<file path="config.mk">
export PLATFORM = sky130hd
export DESIGN_NAME = de2_115_reset_conditioner
export DESIGN_NICKNAME = d
export VERILOG_FILES = /design/src/rtl/de2_115_reset_conditioner.sv
export SDC_FILE = /design/constraint.sdc
export NUM_CORES = 1
export LEC_CHECK = 0
export ABC_AREA = 1
export CORE_MARGIN = 2
export CORE_UTILIZATION = 45
export CTS_BUF_LIST = sky130_fd_sc_hd__clkbuf_2
export DETAILED_ROUTE_END_ITERATION = 16
export PLACE_DENSITY_LB_ADDON = 0.25
export SYNTH_ARGS = -nofsm -noshare
export SYNTH_HDL_FRONTEND = slang
export SYNTH_SLANG_ARGS = --single-unit
</file>
<file path="constraint.sdc">
create_clock -name i_brd_clk -period 2.4 [get_ports i_brd_clk]
set_input_delay 0.24 -clock i_brd_clk [delete_from_list [all_inputs] [get_ports i_brd_clk]]
set_output_delay 0.24 -clock i_brd_clk [all_outputs]
set_load 0.03 [all_outputs]
</file>
<file path="src/rtl/de2_115_reset_conditioner.sv">
// DE2-115 reset conditioner: POR, debounced KEY0 and software request
// merged into one stretched reset, with last-cause and reset counter.
module de2_115_reset_conditioner #(
  parameter int DEBOUNCE_CYCLES = 500000,
  parameter int STRETCH_CYCLES  = 1024,
  parameter int SYNC_STAGES     = 2
) (
  input  logic       i_brd_clk,
  input  logic       i_brd_rst,
  input  logic       i_key_n,
  input  logic       i_sw_rst_req,
  output logic       o_rst,
  output logic [1:0] o_rst_cause,
  output logic [7:0] o_rst_count
);

  localparam int MAXC =
    (DEBOUNCE_CYCLES > STRETCH_CYCLES) ?
    DEBOUNCE_CYCLES : STRETCH_CYCLES;
  localparam int CW = $clog2(MAXC);

  localparam logic [CW-1:0] STR_END =
    CW'(STRETCH_CYCLES - 1);
  localparam logic [CW-1:0] DEB_END =
    CW'(DEBOUNCE_CYCLES - 1);
  localparam logic [CW-1:0] CNT_ONE = CW'(1);

  localparam logic [1:0] CAUSE_POR = 2'b00;
  localparam logic [1:0] CAUSE_KEY = 2'b01;
  localparam logic [1:0] CAUSE_SW  = 2'b10;

  typedef enum logic [1:0] {
    ST_STRETCH,
    ST_RUN,
    ST_DEBOUNCE
  } state_t;

  logic [SYNC_STAGES-1:0] key_sync;
  logic [SYNC_STAGES-1:0] sw_sync;
  logic                   key_s;
  logic                   sw_s;

  state_t        state_q;
  state_t        state_d;
  logic [CW-1:0] cnt_q;
  logic [CW-1:0] cnt_d;
  logic [1:0]    cause_d;
  logic [7:0]    count_d;
  logic [7:0]    count_inc;
  logic          rst_d;

  // Synchronise key (idles released) and sw request (idles low)
  always_ff @(posedge i_brd_clk or posedge i_brd_rst) begin
    if (i_brd_rst) begin
      key_sync <= '1;
      sw_sync  <= '0;
    end else begin
      key_sync <= {key_sync[SYNC_STAGES-2:0], i_key_n};
      sw_sync  <= {sw_sync[SYNC_STAGES-2:0], i_sw_rst_req};
    end
  end

  assign key_s = key_sync[SYNC_STAGES-1];
  assign sw_s  = sw_sync[SYNC_STAGES-1];

  assign count_inc = (o_rst_count == 8'hFF) ?
                     o_rst_count : o_rst_count + 8'd1;

  // Next state, shared counter, cause/count bookkeeping
  always_comb begin
    state_d = state_q;
    cnt_d   = cnt_q;
    cause_d = o_rst_cause;
    count_d = o_rst_count;
    unique case (state_q)
      ST_STRETCH: begin
        if (cnt_q != STR_END) begin
          cnt_d = cnt_q + CNT_ONE;
        end else if (key_s && !sw_s) begin
          state_d = ST_RUN;
          cnt_d   = '0;
        end
      end
      ST_RUN: begin
        if (sw_s) begin
          state_d = ST_STRETCH;
          cnt_d   = '0;
          cause_d = CAUSE_SW;
          count_d = count_inc;
        end else if (!key_s) begin
          state_d = ST_DEBOUNCE;
          cnt_d   = '0;
        end
      end
      ST_DEBOUNCE: begin
        if (sw_s) begin
          state_d = ST_STRETCH;
          cnt_d   = '0;
          cause_d = CAUSE_SW;
          count_d = count_inc;
        end else if (key_s) begin
          state_d = ST_RUN;
          cnt_d   = '0;
        end else if (cnt_q == DEB_END) begin
          state_d = ST_STRETCH;
          cnt_d   = '0;
          cause_d = CAUSE_KEY;
          count_d = count_inc;
        end else begin
          cnt_d = cnt_q + CNT_ONE;
        end
      end
      default: begin
        state_d = ST_STRETCH;
        cnt_d   = '0;
      end
    endcase
    rst_d = (state_d == ST_STRETCH);
  end

  // State, counter and registered outputs; POR reinitialises all
  always_ff @(posedge i_brd_clk or posedge i_brd_rst) begin
    if (i_brd_rst) begin
      state_q     <= ST_STRETCH;
      cnt_q       <= '0;
      o_rst       <= 1'b1;
      o_rst_cause <= CAUSE_POR;
      o_rst_count <= 8'd0;
    end else begin
      state_q     <= state_d;
      cnt_q       <= cnt_d;
      o_rst       <= rst_d;
      o_rst_cause <= cause_d;
      o_rst_count <= count_d;
    end
  end

endmodule

</file>
==> key figures, run 1 <==
Run status
  – Status: completed

Setup path
  – Data required time of the worst path: around 2.7 ns
  – Slowest cell on crit path: dfrtp_1
  – CP dominant cell by count: nand2_1
  – Critical path data arrival time: 2.34 ns
  – Crit path max fanout: 11
  – Critical path cell sequence: ha_1 -> nand2_1 -> nor2_4 -> nand2_2 -> nor2_8 -> nand3_4 -> nand2_2 -> inv_2 -> buf_4 -> nand2_1 -> nand2_1 -> nand2_1 -> nor2_2
  – Startpoint class of the critical path: flip-flop
  – CP peak stage delay: 0.41 ns
  – CP endpoint kind: flip-flop
  – Critical path type: flip-flop to flip-flop

Power
  – Pwr Density: ~360 nW/um^2
  – Leak: ~1.2 nW
  – Worst ir drop on vdd: 0.222 mV

Die
  – Starting Density: between 40% and 50%
  – Chip height: 74.6 um
  – Die width: 74.6 um
  – Die Area: 5570 sq um
  – Core Area: 4750 sq um
  – Number of cell rows: 25
  – IO Pins: 15

GRT
  – First-pass GRT wire length: about 7.8 mm
  – Tot GR Track Use: between 10% and 20%
  – Gr ovfl total: 0
  – Largest net degree at the start of global routing: 37
  – Initial antenna violation count: 0
  – Vias in the first global route: roughly 1,700

Route
  – Routed via count: around 1,900
  – Number of nets with antenna violations after routing: 0
  – Final routed DRC violation total: 0
  – Vias per cell: 4.81
  – WL/cell: about 11 um
  – Initial detailed-routing violation count: approximately 120
  – DRT Wirelength: 4.37 mm
  – Drt pass-1 iters: 4

Clock tree
  – Setup Buffers After CTS: 0
  – Post-CTS Hold Buffers: 0
  – Post-cts resize count: 0
  – Reg clk slew, reported paths: 0.20 ns
  – CTS tree: yes
  – Clk_lat worst skew: 0.39 ns
  – CTS H-tree lvls: 2
  – Cts bufs inserted: 5
  – CTS Sinks: 36
  – CTS max path bufs: 2
  – Clock root buffer: clkbuf_2

Logic synthesis
  – Synth top area share: 36.8%
  – Post-synthesis net count: around 320
  – Synth warnings: 0
  – Synthesized area: 2240 sq um
  – FF+latch count, synth: 36
  – Unique cell type count in the Yosys netlist: 30
  – Post-synth EDFFs: 0
  – Main synth FF type: dfrtp_1
  – Mapped Cells: 306
  – Synth top cells by count: nand2_1, inv_1, nor2_1
  – Synth area leaders: dfrtp_1, nand2_1, inv_1
  – Ys async rst share: 100%
  – Register area share after synthesis: 40.3%
  – Avg Cell Area, Syn: 7.34 sq um
  – Post-synth top area cell: dfrtp_1
  – Most frequent cell after synthesis: nand2_1

Timing
  – Clock skew: roughly 0.034 ns
  – TNS Setup: 0 ns
  – Crit share post-route: about 86%
  – RSZ-0062 raised after global routing: no
  – Relative slew slack: 70.4%
  – Max Slew Vio Count: 0
  – F_max: roughly 480 MHz
  – Setup slack after layout: 0.330 ns
  – Setup Viol. Count Final: 0
  – WHS: around 0.22 ns
  – Min cycle time layout: slightly above 2 ns
  – Hold Vio Cnt, Final: 0
  – Worst slew pin tran: 0.444 ns

Final layout
  – Layout area overhead: 11.3%
  – Fraction of layout cells with a size suffix above 1: 12.8%
  – Diode count: 0
  – Fin area: ~2500 sq um
  – Non-Filler Instances: 395
  – Net count, final: between 300 and 400

Placed design
  – Worst slack, placed: approximately 0.38 ns
  – Placed Cells: 387
  – GPL Wtd Cong: 0.847
  – Post-DP Area: 2460 sq um
  – Port buffer count: 14
  – Detail Placement HPWL: 3.39 mm

Run
  – Max Cap Viol: 0

Worst hold path
  – Hold WC Path Type: input pin to asynchronous set/reset pin
==> cell usage in the layout (no fill, tap or decap), types with 6 or more instances in the layout <==
cell	instances
nand2_1	83
inv_1	46
nor2_1	34
dfrtp_1	33
nand3_1	21
clkdlybuf4s50_1	14
nor2_2	12
nand4_1	11
o21ai_0	8
o21ai_1	8
ha_1	6
clkbuf_2	6
==> metrics by stage <==
stage / total power, mW / utilization (%)
after floorplan: 0.636 / -
after global placement: 0.646 / 51.7
after detailed placement: 0.647 / 51.7
after CTS: 0.918 / 52.5
after global routing: 0.953 / 52.5
final: 0.903 / 52.5
==> state kept, by name, summed over array words and instances (netlist names) <==
name and cells:
o_rst_count 8, key_sync 2, sw_sync 2, o_rst 1
state_q 2, o_rst_cause 2, cnt_q 19
==> metal layers <==
metal / share of wire, % / vias to the layer above / global-route usage [%]
li1: - / 1006 / -
met5: 0 / - / 0
met1: 49 / 861 / 25.2
met4: 1.2 / 0 / 4.76
met3: 3.3 / 7 / 4.02
met2: 46 / 26 / 29.4
==> final cells by class <==
type,instances,area [sq um]
inverter,50,188
tap,67,83.8
fill,507,2260
sequential,36,905
clock buffer,6,30.0
multi-input combinational,215,1110
clock inverter,2,7.51
timing repair buffer,19,178
==> power breakdown <==
| part | leakage (nW) | total, mW | internal, mW | switching [mW] |
|---|---|---|---|---|
| sequential | 0.474 | 0.614 | 0.612 | 0.00171 |
| clock | 0.0281 | 0.268 | 0.0702 | 0.198 |
| combinational | 0.707 | 0.0209 | 0.00617 | 0.0147 |
| total | 1.21 | 0.903 | 0.688 | 0.215 |
==> cells by family (layout without fill, tap and decap cells) <==
group	after synthesis	in the layout	share of synthesized area, %
compound gates	25	25	6.30
xor+xnor	5	5	1.95
fa+ha+maj	6	6	3.34
buf+inv	55	77	10.4
flops	36	36	40.3
simple gates	179	179	37.7
==> worst max-delay path, delay by kind of cell (launching register included) <==
family | cells | cell delay (ns)
buf+inv | 2 | 0.35
fa+ha+maj | 1 | 0.17
simple gates | 10 | 1.00
flops | 1 | 0.41
==> final timing paths <==
| check | from | endpoint | slack, ns | depth (start not counted) |
|---|---|---|---|---|
| max in group asynchronous | i_brd_rst | o_rst | 1.80 | 3 |
| worst min register to register | key_sync[0] | key_sync[1] | 0.35 | 0 |
| worst max-delay path | cnt_q[0] | cnt_q[14] | 0.33 | 13 |
| worst max register to register | cnt_q[0] | cnt_q[14] | 0.33 | 13 |
| min in group i_brd_clk | i_key_n | key_sync[0] | 0.27 | 1 |
| worst min-delay path | i_brd_rst | o_rst_count[4] | 0.22 | 3 |
Power figures use the tool's default switching activity.
==> run 2, diff against run 1 <==
--- a/config.mk
+++ b/config.mk
@@ -6,8 +6,10 @@
 export NUM_CORES = 1
 export LEC_CHECK = 0
 export ABC_AREA = 1
+export CELL_PAD_IN_SITES_DETAIL_PLACEMENT = 2
+export CELL_PAD_IN_SITES_GLOBAL_PLACEMENT = 2
 export CORE_MARGIN = 2
-export CORE_UTILIZATION = 45
+export CORE_UTILIZATION = 38
 export CTS_BUF_LIST = sky130_fd_sc_hd__clkbuf_2
 export DETAILED_ROUTE_END_ITERATION = 16
 export PLACE_DENSITY_LB_ADDON = 0.25
==> key figures, run 2 (synthesis gave the netlist of run 1 again) <==
Run status
  – Status: completed

Setup path
  – Crit path max fanout: 11 (unchanged)
  – Data required time of the worst path: 2.76 ns (+0.09 ns)
  – Startpoint class of the critical path: flip-flop
  – CP endpoint kind: flip-flop
  – Reg2Reg Setup Slack: 0.27 ns (-0.06 ns)
  – Critical path data arrival time: 2.50 ns (+0.16 ns)
  – RR Endpoint: cnt_q[6]
  – FF-to-FF Start: cnt_q[0]
  – Critical path cell sequence: ha_1 -> nand2_1 -> nor2_4 -> nand2_2 -> nor2_8 -> nand3_4 -> nand2_2 -> inv_2 -> buf_4 -> nand2_2 -> o21ai_0 -> nor2_2
  – Slowest cell on crit path: dfrtp_1
  – Worst Reg-to-Reg Cells: 12 (-1)
  – CP dominant cell by count: nand2_2
  – CP peak stage delay: 0.42 ns (about the same)
  – Critical path type: flip-flop to flip-flop

Timing
  – Worst slew pin tran: 0.482 ns (+0.0377 ns)
  – TNS Setup: 0 ns (unchanged)
  – Relative slew slack: 67.6% (-2.8 points)
  – F_max: 469 MHz (-2.9%)
  – Crit share post-route: 88.8% (+2.5 points)
  – Min cycle time layout: 2.13 ns (+0.0612 ns)
  – Clock skew: 0.0253 ns (-0.00830 ns)
  – Setup Viol. Count Final: 0 (unchanged)
  – Max Slew Vio Count: 0 (unchanged)
  – Hold Vio Cnt, Final: 0 (unchanged)
  – RSZ-0062 raised after global routing: no

GRT
  – Tot GR Track Use: 21.9% (+3.6 points)
  – Gr ovfl total: 0 (unchanged)
  – Vias in the first global route: 2,229 (+29%)
  – Initial antenna violation count: 0 (unchanged)
  – Largest net degree at the start of global routing: 37 (unchanged)
  – First-pass GRT wire length: 10.8 mm (+39%)

Die
  – Core Area: 5610 sq um (+18%)
  – Die Area: 6540 sq um (+17%)
  – Chip height: 80.9 um (+8.3%)
  – IO Pins: 15 (unchanged)
  – Number of cell rows: 27 (+8.0%)
  – Die width: 80.9 um (+8.3%)
  – Starting Density: 40.0% (-7.2 points)

Final layout
  – Area of the multi-input gates: 1110 sq um (unchanged)
  – Largest register by flop count: cnt_q
  – Commonest non-fill, non-tap cell in the layout: nand2_1
  – Top Registers: cnt_q x19, o_rst_count x8
  – Register area: 905 sq um (unchanged)
  – Layout area overhead: 12.9%
  – Non-Filler Instances: 400 (+1.3%)
  – Fraction of layout cells with a size suffix above 1: 13.4% (+0.61 points)
  – Max reg flops: 19 (unchanged)
  – Diode count: 0 (unchanged)
  – Finished Core Util: 45.2% (-7.3 points)
  – Commonest non-fill, non-tap cells in the layout: nand2_1, inv_1, nor2_1
  – Net count, final: 337 (unchanged)
  – Filler cells: 689 (+36%)

Power
  – Leak: 1.22 nW (+0.87%)
  – Switching Power: 252 uW (+18%)
  – Power Internal: 793 uW (+15%)
  – Switching Share: 24.1% (+0.36 points)
  – Worst ir drop on vdd: 0.295 mV (+33%)
  – Pwr Density: 413 nW/um^2 (+14%)
  – Sequential share of power: 58.7% (-9.3 points)
  – Comb pwr share: 2.2% (about the same)
  – Clock Power Share: 39.0% (+9.3 points)

Placed design
  – Placed Cells: 392 (+1.3%)
  – GPL Wtd Cong: 0.802 (-5.4%)
  – Detail Placement HPWL: 4.85 mm (+43%)
  – Port buffer count: 14 (unchanged)

Clock tree
  – Clock root buffer: clkbuf_2
  – CTS Sinks: 36 (unchanged)
  – Cts bufs inserted: 5 (unchanged)
  – Post-CTS Hold Buffers: 0 (unchanged)
  – Reg clk slew, reported paths: 0.22 ns (+0.02 ns)
  – CTS tree: yes
  – Clk_lat worst skew: 0.42 ns (+0.03 ns)
  – Post-cts resize count: 0 (unchanged)
  – Setup Buffers After CTS: 0 (unchanged)
  – CTS max path bufs: 2 (unchanged)
  – CTS H-tree lvls: 2 (unchanged)

Route
  – WL/cell: 16.1 um (+45%)
  – Vias per cell: 5.13 (+6.7%)
  – Number of nets with antenna violations after routing: 0 (unchanged)
  – DRT Wirelength: 6.43 mm (+47%)
  – Final routed DRC violation total: 0 (unchanged)
  – Drt pass-1 iters: 4 (unchanged)
  – Initial detailed-routing violation count: 64 (-46%)
  – Routed via count: 2,053 (+8.1%)

Worst hold path
  – Hold WC Path Type: input pin to asynchronous set/reset pin

Run
  – Max Cap Viol: 0 (unchanged)
run 2: changes by cell type in the layout (fill, tap and decap cells not counted), sizes merged:
cell | previous run | this run
bufinv | 0 | 1
clkbuf | 6 | 5
clkinv | 3 | 2
clkinvlp | 0 | 1
run 2: worst max-delay path, delay by kind of cell (launching register included):
family	cells	cell delay (ns)
and+or+nand+nor	8	1.05
DFF	1	0.42
buffers and inverters	2	0.28
adders and majority gates	1	0.18
AOI/OAI and AO/OA	1	0.11
run 2: layer usage:
layer  global-route usage, %  part of all wire (%)  up-vias
met2                    41.0                    52       20
met4                    5.42                   1.1        0
met1                    25.6                    45     1028
li1                        -                     -      997
met5                       0                     0        -
met3                    4.11                   1.9        8
run 2: worst max-delay path by stage:
stage,from,endpoint,slack (ns),depth (start not counted)
floorplan,o_rst_count[0],o_rst_count[0],0.74,7
detailed placement,cnt_q[1],cnt_q[13],0.28,13
global placement,cnt_q[0],cnt_q[13],0.38,13
CTS,cnt_q[1],cnt_q[13],0.23,13
finish,cnt_q[0],cnt_q[6],0.27,12
global route,cnt_q[1],cnt_q[6],0.07,12
run 2: cell type report:
class                      instances  area share (%)
multi-input combinational        215            43.7
sequential                        36            35.7
timing repair buffer              19            7.01
tap                               72            3.56
inverter                          50            7.41
clock buffer                       5           0.988
clock inverter                     3            1.68
run 2: through the flow:
step	cell area [sq um]	setup slack, ns	hold WS (ns)	total power, mW
final	2530	0.269	0.197	1.05
after global routing	2530	0.0676	0.167	1.09
after global placement	2470	0.381	0.335	0.649
after floorplan	2240	0.745	0.244	0.636
after CTS	2530	0.235	0.175	1.06
after detailed placement	2470	0.284	0.345	0.649
run 2: power by group through the flow:
| stage | clock network, mW | logic, mW | registers [mW] |
|---|---|---|---|
| 2_1_floorplan | 0 | 0.0121 | 0.624 |
| 3_3_place_gp | 0 | 0.0242 | 0.624 |
| 3_5_place_dp | 0 | 0.0247 | 0.625 |
| 4_1_cts | 0.423 | 0.0248 | 0.614 |
| 5_1_grt | 0.448 | 0.0264 | 0.615 |
| 6_report | 0.408 | 0.0233 | 0.614 |
==> run 3, diff against run 2 <==
--- a/config.mk
+++ b/config.mk
@@ -8,7 +8,7 @@
 export ABC_AREA = 1
 export CELL_PAD_IN_SITES_DETAIL_PLACEMENT = 2
 export CELL_PAD_IN_SITES_GLOBAL_PLACEMENT = 2
-export CORE_MARGIN = 2
+export CORE_MARGIN = 5
 export CORE_UTILIZATION = 38
 export CTS_BUF_LIST = sky130_fd_sc_hd__clkbuf_2
 export DETAILED_ROUTE_END_ITERATION = 16
==> key figures, run 3 (synthesis gave the netlist of run 1 again) <==
Run status
  – Status: completed

Placed design
  – Port buffer count: 14 (unchanged)
  – GPL Wtd Cong: 0.813 (+1.4%)
  – Placed Cells: 394 (+0.51%)
  – Detail Placement HPWL: 4.77 mm (-1.6%)
  – Worst slack, placed: 0.414 ns (+0.130 ns)
  – Post-DP Area: 2460 sq um (-0.15%)

Final layout
  – Commonest non-fill, non-tap cells in the layout: nand2_1, inv_1, nor2_1
  – Largest register by flop count: cnt_q
  – Top Registers: cnt_q x19, o_rst_count x8
  – Net count, final: 336 (-0.30%)
  – Non-Filler Instances: 402 (+0.50%)
  – Diode count: 0 (unchanged)
  – Commonest non-fill, non-tap cell in the layout: nand2_1
  – Layout area overhead: 11.5%
  – Max reg flops: 19 (unchanged)
  – Fin area: 2500 sq um (-1.2%)
  – Fraction of layout cells with a size suffix above 1: 13.1% (-0.26 points)

Clock tree
  – Clock root buffer: clkbuf_2
  – Reg clk slew, reported paths: 0.20 ns (-0.02 ns)
  – CTS max path bufs: 2 (unchanged)
  – Clk_lat worst skew: 0.42 ns (about the same)
  – CTS H-tree lvls: 2 (unchanged)
  – CTS tree: yes
  – Cts bufs inserted: 5 (unchanged)
  – Post-CTS Hold Buffers: 0 (unchanged)
  – Setup Buffers After CTS: 0 (unchanged)
  – Post-cts resize count: 0 (unchanged)
  – CTS Sinks: 36 (unchanged)

Timing
  – Crit share post-route: 83.5% (-5.3 points)
  – TNS Setup: 0 ns (unchanged)
  – Worst slew pin tran: 0.486 ns (+0.00384 ns)
  – Min cycle time layout: 2.00 ns (-0.127 ns)
  – F_max: 499 MHz (+6.3%)
  – WHS: 0.197 ns (-0.0000890 ns)
  – Relative slew slack: 67.6% (about the same)
  – RSZ-0062 raised after global routing: no
  – Setup Viol. Count Final: 0 (unchanged)
  – Hold Vio Cnt, Final: 0 (unchanged)
  – Clock skew: 0.0140 ns (-0.0113 ns)
  – Setup slack after layout: 0.395 ns (+0.127 ns)
  – Max Slew Vio Count: 0 (unchanged)

GRT
  – Largest net degree at the start of global routing: 37 (unchanged)
  – Gr ovfl total: 0 (unchanged)
  – Global Route met3 Usage: 4.45% (+0.34 points)
  – Met2 Resource Use GR: 31.7% (-9.2 points)
  – Initial antenna violation count: 0 (unchanged)
  – Tot GR Track Use: 18.2% (-3.7 points)
  – Vias in the first global route: 2,182 (-2.1%)
  – First-pass GRT wire length: 10.5 mm (-3.6%)
  – GR peak layer: met2
  – Met1 Use GR: 20.9% (-4.7 points)

Setup path
  – Crit path max fanout: 11 (unchanged)
  – Critical path type: flip-flop to flip-flop
  – Critical path data arrival time: 2.36 ns (-0.14 ns)
  – CP endpoint kind: flip-flop
  – Data required time of the worst path: 2.75 ns (about the same)
  – Startpoint class of the critical path: flip-flop

Die
  – Die Area: 7540 sq um (+15%)
  – Die width: 86.9 um (+7.4%)
  – Chip height: 86.9 um (+7.4%)
  – Number of cell rows: 28 (+3.7%)
  – Core Area: 5820 sq um (+3.7%)
  – Starting Density: 38.6% (-1.4 points)
  – IO Pins: 15 (unchanged)

Power
  – Worst ir drop on vdd: 0.217 mV (-26%)
  – Leak: 1.21 nW (-0.80%)
  – Pwr Density: 374 nW/um^2 (-9.3%)

Route
  – Routed via count: 2,023 (-1.5%)
  – Vias per cell: 5.03 (-2.0%)
  – WL/cell: 15.2 um (-5.5%)
  – Initial detailed-routing violation count: 50 (-22%)
  – Drt pass-1 iters: 4 (unchanged)
  – Final routed DRC violation total: 0 (unchanged)
  – DRT Wirelength: 6.11 mm (-5.0%)
  – Number of nets with antenna violations after routing: 0 (unchanged)

Run
  – Max Cap Viol: 0 (unchanged)

Worst hold path
  – Hold WC Path Type: input pin to asynchronous set/reset pin
==> run 3: path summary, 6_finish.rpt <==
path | depth (start not counted) | to | from | slack [ns]
max in group asynchronous | 3 | o_rst | i_brd_rst | 1.83
setup / recovery | 12 | cnt_q[15] | cnt_q[0] | 0.40
hold reg to reg | 0 | key_sync[1] | key_sync[0] | 0.37
hold / removal | 3 | cnt_q[4] | i_brd_rst | 0.20
min in group i_brd_clk | 1 | key_sync[0] | i_key_n | 0.22
setup reg to reg | 12 | cnt_q[15] | cnt_q[0] | 0.40
==> run 3: cell type report <==
class	count	area [sq um]
fillers	744	3310
multi-input cells	215	1110
clock inverters	1	5.00
repair buffers	18	170
flip-flops and latches	36	905
well taps	75	93.8
inverters	50	188
clock buffers	7	35.0
==> run 3: per-stage QoR <==
step,power [mW],utilization [%]
after global routing,0.992,43.0
after CTS,0.957,43.0
after global placement,0.647,42.3
after floorplan,0.636,-
after detailed placement,0.649,42.3
final,0.937,43.0
==> run 3: report_power, final <==
group	internal [mW]	switching [mW]	leakage [nW]
Sequential	0.612	0.00205	0.474
Combinational	0.00619	0.0164	0.703
Clock	0.0794	0.221	0.0330
==> run 3: metal layers <==
metal	part of all wire (%)	wire, um
met3	2.6	159
met5	0	0
met1	44	2660
met4	2.6	156
met2	51	3130
==> run 3: critical path, cell delays in order (launching register included) <==
cell	delay, ns
dfrtp_1	0.42
ha_1	0.18
nand2_1	0.12
nor2_4	0.20
nand2_2	0.11
nor2_8	0.14
nand3_4	0.10
nand2_2	0.09
inv_2	0.11
buf_4	0.20
nand3_2	0.08
nand2_1	0.09
a21oi_2	0.11
